`src/rtl/mul32_scoreboard_if.sv`:
```
// Issue/result bus between the multiplier stimulus side and the scoreboard.
// The master drives operands and returned results; the scoreboard answers with iss_ready.
interface mul32_scoreboard_if;
    logic        iss_valid;
    logic [31:0] iss_a;
    logic [31:0] iss_b;
    logic        iss_mode;
    logic        iss_ready;
    logic        res_valid;
    logic [31:0] res_hi;
    logic [31:0] res_lo;

    modport master (
        output iss_valid, iss_a, iss_b, iss_mode, res_valid, res_hi, res_lo,
        input  iss_ready
    );

    modport slave (
        input  iss_valid, iss_a, iss_b, iss_mode, res_valid, res_hi, res_lo,
        output iss_ready
    );
endinterface

```
`src/rtl/mul32_scoreboard.sv`:
```
// In-order receive-side checker for the 32x32 multiplier: expected products are queued
// at issue and every returned result is compared against the queue head.
module mul32_scoreboard #(
    parameter int DEPTH       = 8,
    parameter int TIMEOUT     = 64,
    parameter int STOP_ON_ERR = 0
) (
    input  logic                     clk,
    input  logic                     rst,
    input  logic                     clr,
    mul32_scoreboard_if.slave        sb,
    output logic [31:0]              pass_count,
    output logic [31:0]              err_count,
    output logic [$clog2(DEPTH):0]   level,
    output logic                     busy,
    output logic                     halted,
    output logic                     ovf,
    output logic                     unf,
    output logic                     timeout,
    output logic                     fe_valid,
    output logic [63:0]              fe_exp,
    output logic [63:0]              fe_got
);
    localparam int AW = $clog2(DEPTH);
    localparam int TW = $clog2(TIMEOUT + 1);
    localparam logic [AW:0]   LVL_FULL = (AW + 1)'(DEPTH);
    localparam logic [TW-1:0] TCNT_MAX = TW'(TIMEOUT);

    typedef enum logic [1:0] {IDLE, BUSY, HALT} state_t;
    state_t state, state_nxt;

    logic [63:0]   mem [DEPTH];
    logic [AW-1:0] wr_ptr, rd_ptr;
    logic [AW:0]   level_nxt;
    logic [TW-1:0] tcnt, tcnt_nxt;
    logic signed [63:0] exp_p0;
    logic [63:0]   got_p0, head;
    logic          push, pop, ovf_ev, unf_ev, match_ev, mis_ev, to_ev, fault_ev;

    function automatic logic [31:0] sat_inc(input logic [31:0] v);
        return (v == 32'hFFFF_FFFF) ? v : v + 32'd1;
    endfunction

    // Extending both operands to 64 bits (sign or zero) lets one 64-bit multiply serve both modes.
    function automatic logic signed [63:0] exp_product(input logic [31:0] a,
                                                       input logic [31:0] b,
                                                       input logic        mode);
        logic signed [63:0] a_ext, b_ext;
        a_ext = mode ? {{32{a[31]}}, a} : {32'd0, a};
        b_ext = mode ? {{32{b[31]}}, b} : {32'd0, b};
        return a_ext * b_ext;
    endfunction

    // Issue/return stage: expected value, handshake and fault events
    always_comb begin
        exp_p0   = exp_product(sb.iss_a, sb.iss_b, sb.iss_mode);
        got_p0   = {sb.res_hi, sb.res_lo};
        head     = mem[rd_ptr];
        push     = sb.iss_valid & sb.iss_ready;
        ovf_ev   = sb.iss_valid & ~sb.iss_ready;
        pop      = sb.res_valid & (level != '0);
        unf_ev   = sb.res_valid & (level == '0);
        match_ev = pop & (got_p0 == head);
        mis_ev   = pop & (got_p0 != head);
        level_nxt = level + (AW + 1)'(push) - (AW + 1)'(pop);
        if (pop || level == '0)
            tcnt_nxt = '0;
        else if (tcnt == TCNT_MAX)
            tcnt_nxt = tcnt;
        else
            tcnt_nxt = tcnt + TW'(1);
        to_ev    = (tcnt_nxt == TCNT_MAX) && (tcnt != TCNT_MAX);
        fault_ev = ovf_ev | unf_ev | mis_ev | to_ev;
    end

    always_ff @(posedge clk) begin
        if (!rst)
            state <= IDLE;
        else
            state <= state_nxt;
    end

    always_comb begin
        state_nxt = state;
        if (clr)
            state_nxt = (level_nxt != '0) ? BUSY : IDLE;
        else if (STOP_ON_ERR != 0 && fault_ev)
            state_nxt = HALT;
        else if (state != HALT)
            state_nxt = (level_nxt != '0) ? BUSY : IDLE;
    end

    always_comb begin
        busy         = (state == BUSY);
        halted       = (state == HALT);
        sb.iss_ready = (level != LVL_FULL) && (state != HALT);
    end

    // FIFO stage: pointers wrap naturally because DEPTH is a power of two
    always_ff @(posedge clk) begin
        if (!rst) begin
            wr_ptr <= '0;
            rd_ptr <= '0;
            level  <= '0;
        end else begin
            if (push) wr_ptr <= wr_ptr + AW'(1);
            if (pop)  rd_ptr <= rd_ptr + AW'(1);
            level <= level_nxt;
        end
    end

    always_ff @(posedge clk) begin
        if (push) mem[wr_ptr] <= exp_p0;
    end

    // Status stage: clr overrides any same-cycle update
    always_ff @(posedge clk) begin
        if (!rst || clr) begin
            pass_count <= '0;
            err_count  <= '0;
            ovf        <= 1'b0;
            unf        <= 1'b0;
            timeout    <= 1'b0;
            tcnt       <= '0;
            fe_valid   <= 1'b0;
            fe_exp     <= '0;
            fe_got     <= '0;
        end else begin
            if (match_ev)        pass_count <= sat_inc(pass_count);
            if (mis_ev | unf_ev) err_count  <= sat_inc(err_count);
            if (ovf_ev) ovf     <= 1'b1;
            if (unf_ev) unf     <= 1'b1;
            if (to_ev)  timeout <= 1'b1;
            tcnt <= tcnt_nxt;
            if (mis_ev && !fe_valid) begin
                fe_valid <= 1'b1;
                fe_exp   <= head;
                fe_got   <= got_p0;
            end
        end
    end
endmodule

```
`src/flat_wrapper.sv`:
```
// flat-port wrapper written by rule: the top's interface ports become plain ports
module mul32_scoreboard_flat 
#(
    parameter int DEPTH       = 8,
    parameter int TIMEOUT     = 64,
    parameter int STOP_ON_ERR = 0
)
  (clk, rst, clr, pass_count, err_count, level, busy, halted, ovf, unf, timeout, fe_valid, fe_exp, fe_got, sb_iss_valid, sb_iss_a, sb_iss_b, sb_iss_mode, sb_res_valid, sb_res_hi, sb_res_lo, sb_iss_ready);
  mul32_scoreboard_if sb_i ();
  input  logic clk;
  input  logic rst;
  input  logic clr;
  output logic [31:0] pass_count;
  output logic [31:0] err_count;
  output logic [$clog2(DEPTH):0] level;
  output logic busy;
  output logic halted;
  output logic ovf;
  output logic unf;
  output logic timeout;
  output logic fe_valid;
  output logic [63:0] fe_exp;
  output logic [63:0] fe_got;
  input wire logic [$bits(sb_i.iss_valid)-1:0] sb_iss_valid;
  input wire logic [$bits(sb_i.iss_a)-1:0] sb_iss_a;
  input wire logic [$bits(sb_i.iss_b)-1:0] sb_iss_b;
  input wire logic [$bits(sb_i.iss_mode)-1:0] sb_iss_mode;
  input wire logic [$bits(sb_i.res_valid)-1:0] sb_res_valid;
  input wire logic [$bits(sb_i.res_hi)-1:0] sb_res_hi;
  input wire logic [$bits(sb_i.res_lo)-1:0] sb_res_lo;
  output wire logic [$bits(sb_i.iss_ready)-1:0] sb_iss_ready;
  assign sb_i.iss_valid = sb_iss_valid;
  assign sb_i.iss_a = sb_iss_a;
  assign sb_i.iss_b = sb_iss_b;
  assign sb_i.iss_mode = sb_iss_mode;
  assign sb_i.res_valid = sb_res_valid;
  assign sb_i.res_hi = sb_res_hi;
  assign sb_i.res_lo = sb_res_lo;
  assign sb_iss_ready = sb_i.iss_ready;
  mul32_scoreboard #(.DEPTH(DEPTH), .TIMEOUT(TIMEOUT), .STOP_ON_ERR(STOP_ON_ERR)) u_core (.clk(clk), .rst(rst), .clr(clr), .sb(sb_i), .pass_count(pass_count), .err_count(err_count), .level(level), .busy(busy), .halted(halted), .ovf(ovf), .unf(unf), .timeout(timeout), .fe_valid(fe_valid), .fe_exp(fe_exp), .fe_got(fe_got));
endmodule
```
`config.mk`:
```
export PLATFORM = sky130hd
export DESIGN_NAME = mul32_scoreboard_flat
export DESIGN_NICKNAME = d
export VERILOG_FILES = /design/src/rtl/mul32_scoreboard_if.sv /design/src/rtl/mul32_scoreboard.sv /design/src/flat_wrapper.sv
export SDC_FILE = /design/constraint.sdc
export NUM_CORES = 2
export LEC_CHECK = 0
export BUFFER_PORTS_ARGS = -buffer_cell sky130_fd_sc_hd__buf_2
export CAP_MARGIN = 40
export CELL_PAD_IN_SITES_DETAIL_PLACEMENT = 2
export CELL_PAD_IN_SITES_GLOBAL_PLACEMENT = 2
export CORE_UTILIZATION = 44
export CTS_CLUSTER_DIAMETER = 100
export DETAILED_ROUTE_END_ITERATION = 10
export PLACE_DENSITY_LB_ADDON = 0.1
export SKIP_LAST_GASP = 1
export SLEW_MARGIN = 20
export SYNTH_ARGS = -nofsm -noshare
export SYNTH_HDL_FRONTEND = slang
export SYNTH_SLANG_ARGS = --single-unit
```
`constraint.sdc`:
```
create_clock -name clk -period 11 [get_ports clk]
set_input_delay 1.1 -clock clk [delete_from_list [all_inputs] [get_ports clk]]
set_output_delay 1.1 -clock clk [all_outputs]
set_load 0.1 [all_outputs]
```
Yosys cells after proc, flatten, opt, wreduce, memory -nomap -nowiden --
Memory sizes are Yosys's and may differ from the RTL's. A register that Yosys moved wholly into a read port is not among the register bits. Cells that the tools add are included.
Storage, ports and cells: memories 1, flip-flop bits (word level) 215, word-level logic and storage cells 67, input bits 134, output and inout bits 203, memory bits (writable) 512
Operators by class: multiply operators 1, add/subtract/negate cells 7, reductions and logical operators 13, bitwise logic cells 10, mux-type cells 11, equality and inequality tests 11
Memory list:
- u_core.mem | words 8, width 64, rd ports 1, clocked after Yosys merged registers in 1, write ports 1, line mul32_scoreboard.sv:32 | logic [63:0] mem [DEPTH];
Operators by type and width (count):
- $mux W64 | 2
- $add A32 B1 Y32 const B | 2
- $eq A32 B32 Y1 const B | 2
- $eq A64 B64 Y1 | 1
- $mul A64 B64 Y64 | 1
- $ne A64 B64 Y1 | 1
- $eq A7 B7 Y1 const B | 2
- $mux W7 | 2
- $reduce_bool A4 Y1 | 2
- $add A7 B1 Y7 const B | 1
- $ne A7 B7 Y1 const B | 1
- $add A3 B1 Y3 const B | 2
- $and A1 B1 Y1 | 6
- $mux W3 | 2
- $add A4 B1 Y4 | 1
- $logic_not A4 Y1 | 1
- $mux W2 | 2
- $ne A4 B4 Y1 const B | 1
- $reduce_and A2 Y1 | 2
- $sub A4 B1 Y4 | 1
- $logic_and A1 B1 Y1 | 3
- $mux W1 | 3
- $not A1 Y1 | 3
- $eq A2 B1 Y1 const B | 1
- other kinds (6) | 8

Longest topological paths before layout --
word-level depth 9, depth in mapped cells 35, mapped depth without buffers 33

Worst setup path before layout --
OpenSTA, ideal clock, no wires.
path kind input port to flip-flop, from input sb_iss_mode, to memory u_core.mem[0][57], data pin, library setup time 0.223 ns, data arrival time 9.840 ns, setup slack 0.937 ns, data required time 10.777 ns, path buffers 2, stages 31, cells stage by stage and2_1 -> clkbuf_1 -> nand2_1 -> inv_1 -> fa_1 -> inv_1 -> fa_1 -> inv_1 -> fa_1 -> inv_1 -> fa_1 -> inv_1 -> fa_1 -> fa_1 -> fa_1 -> fa_1 -> fa_1 -> inv_1 -> fa_1 -> inv_1 -> ha_1 -> clkbuf_1 -> nand3_1 -> or3_1 -> o211a_1 -> a31oi_1 -> a21boi_0 -> o21bai_1 -> a21oi_1 -> o21ai_0 -> xor2_1
On the way: cells in the longest elaborated chain, start to end 2, elaborated cells on any way between the ends 3, those cells by class 1 x mul; 2 x mux
Ends and longest elaborated chain:
- start, declared | line flat_wrapper.sv:27 | input wire logic [$bits(sb_i.iss_mode)-1:0] sb_iss_mode;
- $mux W64 (on tied branches) | line mul32_scoreboard.sv:49, mul32_scoreboard.sv:50
- $mul A64 B64 Y64 (*) | line mul32_scoreboard.sv:51 | return a_ext * b_ext;
- net u_core.exp_p0[57] | line mul32_scoreboard.sv:36 | logic signed [63:0] exp_p0;
- end, declared | line mul32_scoreboard.sv:32
The timed path passes the listed nets; every way through them passes the cells marked *.

Final worst setup path --
from input sb_iss_mode, to memory u_core.mem[2][60], data pin
The elaborated chain is that of the path after synthesis.

==> impl_metrics.env <==
export IMPL_status="finished, final reports clean"
export IMPL_cts_tree="done"
export IMPL_portBuffers=335
export IMPL_synth_ff_type="edfxtp_1"
export IMPL_htreeDepth=2
export IMPL_grt_pass1_wl_um=383800
export IMPL_core_region_area_um2=171900
export IMPL_hold_violations=0
export IMPL_start_util=0.4438
export IMPL_antenna_found_initial=12
export IMPL_final_cells=9363
export IMPL_yosysMostFrequentCell="inv_1"
export IMPL_timing_slew_headroom=0.2569
export IMPL_slowest_delay_ns=0.66
export IMPL_drt_iter0_drc=2897
export IMPL_synth_cell_types=61
export IMPL_layout_min_cycle_time_ns=10.42
export IMPL_min_path_type="reg -> reg"
export IMPL_cts_max_path_buffers=3
export IMPL_critPathArrivalTime_ns=10.75
export IMPL_seqCellArea_um2=19730
export IMPL_critical_path_buf_inv_count=10
export IMPL_ys_seq_area_frac=0.2584
export IMPL_grt_overflow=0
export IMPL_clock_skew_final_ns=0.05971
export IMPL_multi_input_area_um2=49490
export IMPL_cts_buffers=61
export IMPL_finalCritPeriodShare=0.9475
export IMPL_crit_path_start_kind="input pin"
export IMPL_rows=152
export IMPL_grt_pass1_vias=58060
export IMPL_clock_fmax_ghz=0.09595
export IMPL_drive_gt1_frac=0.1030
export IMPL_netlist_instances=6781
export IMPL_place_gp_congestion=0.9108
export IMPL_routed_via_density=5.324
export IMPL_path_delay_family="adder cells"
export IMPL_rsz0062_at_grt="false"
export IMPL_clk_latency_ns=0.69
export IMPL_ys_warn_count=0
export IMPL_end_kind="register"
export IMPL_synth_edf_count=512
export IMPL_cts_root_buf="clkbuf_16"
export IMPL_wire_per_inst_um=27.17
export IMPL_worst_hold_slack_ns=0.4769
export IMPL_fin_nets=8916
export IMPL_synth_common_cells="inv_1 (1,568), fa_1 (1,428), and2_1 (632)"
export IMPL_die_area_um2=175100
export IMPL_crit_top_cell="fa_1"
export IMPL_netlist_area_um2=76300
export IMPL_path_max_fanout=21
export IMPL_dpl_hpwl_um=205600
export IMPL_critical_path_class="in -> reg"
export IMPL_critPathSlowestCell="fa_1"
export IMPL_synth_fp_nets=8700
export IMPL_async_flop_share=0
export IMPL_drtAntennaViolNets=0
export IMPL_ys_ff_latch=729
export IMPL_fillCellCount=17480
export IMPL_dr_pass1_iters=5
export IMPL_slew_viol_final=0
export IMPL_grt_use_total=0.2962
export IMPL_dpl_cell_count=9226
export IMPL_io_pins=337
export IMPL_critPathRequiredTime_ns=11.33
export IMPL_clock_sinks=729
export IMPL_die_w_um=418.4
export IMPL_syn_avg_cell_area_um2=11.25
export IMPL_grt_max_degree=192
export IMPL_wirelength_um=254400
export IMPL_vias=49850
export IMPL_clk_pin_slew_ns=0.07
export IMPL_synth_top_area_share=0.3747
export IMPL_final_area_um2=82910
export IMPL_post_cts_setup_buffers=0
export IMPL_placed_area_um2=80620
export IMPL_setup_violations=0
export IMPL_drcViolationCount=0
export IMPL_area_growth_synth_to_final_pct=8.663
export IMPL_worst_pin_slew_ns=1.115
export IMPL_synthTopCellsByArea="fa_1 (37%), edfxtp_1 (20%), inv_1 (7.7%)"
export IMPL_yosys_area_top_type="fa_1"
export IMPL_die_y_um=418.4
export IMPL_cap_violations=0
## cells in the final DEF, fill, tap and decap left out, drive strengths merged, types with 5 or more instances in the layout
cell and n:
nand2b 10, bufinv 6, nand2 506, o21bai 8, o21ai 49, or3 15
nor2 239, and4 7, dfxtp 217, a21boi 5, mux4 128, and3 41
a21o 43, fa 1428, buf 450, xor2 63, clkinv 29, inv 1571
xnor2 173, a21oi 83, a31oi 18, clkbuf 84, clkinvlp 8, edfxtp 512
nand4 24, and2 633, o211ai 8, nand3 43, ha 357, a41o 6
or2 5, nor4 17, nor3 16, nor2b 13, a211oi 69, mux2i 132
## state kept, by name, indices dropped and copies added, names as in the netlist, 3 cells and up, named ones only
name / cells
u_core.pass_count: 32
u_core.fe_got: 64
u_core.level: 4
u_core.rd_ptr: 3
u_core.tcnt: 7
u_core.wr_ptr: 3
u_core.fe_exp: 64
u_core.mem: 512
u_core.err_count: 32
## cell families after synthesis
logic type,share of synthesized area
buffers and inverters,0.09422
adders and majority gates,0.4332
and+or+nand+nor,0.1051
DFF,0.2584
AOI/OAI and AO/OA,0.02668
muxes,0.05524
xor gates and xnor gates,0.02709
other,0.00004915
## routing by layer
metal	GRT usage	vias up	routed length, µm	part of all wire
met3	0.03405	229	12620	0.050
met5	0	-	0	0
met2	0.4916	1289	121300	0.48
met1	0.4209	27260	115600	0.45
met4	0.05929	0	4973	0.020
li1	-	21080	-	-
## worst paths after layout
| path | slack [ns] | cells after the start | end | from |
|---|---|---|---|---|
| max | 0.58 | 33 | u_core.mem[2][60] | sb_iss_mode |
| min | 0.48 | 2 | u_core.ovf | u_core.ovf |
| max reg2reg | 5.27 | 13 | u_core.fe_exp[25] | register |
| min reg2reg | 0.48 | 2 | u_core.ovf | u_core.ovf |
## tightest hold or removal path: stages (launching register included)
cell,delay [ns]
dfxtp_1,0.33
a31oi_1,0.04
nor2_1,0.07
## final cells by class
class | instances | area share
repair buffers | 465 | 0.03462
clock buffers | 69 | 0.01889
clock inverters | 46 | 0.005629
well taps | 2310 | 0.03486
inverters | 1568 | 0.07099
multi-input cells | 4172 | 0.5969
diodes | 4 | 0.0001207
flip-flops and latches | 729 | 0.2380
## timing repair
item                                    in CTS  in global routing
resized for setup                            0                  6
hold buffers                                 0                  0
endpoints found under the setup margin       0                 24
## per-stage QoR
step | util | setup slack [ns] | setup TNS, ns
2_1_floorplan | - | 0.9369 | 0
5_1_grt | 0.4822 | 0.1334 | 0
6_report | 0.4823 | 0.5774 | 0
3_5_place_dp | 0.4689 | -0.2609 | -5.323
4_1_cts | 0.4808 | 0.2415 | 0
3_3_place_gp | 0.4681 | 0.3432 | 0
Power is not shown: default switching activity piles up to over one toggle a cycle in this logic, so the estimate is an artifact.
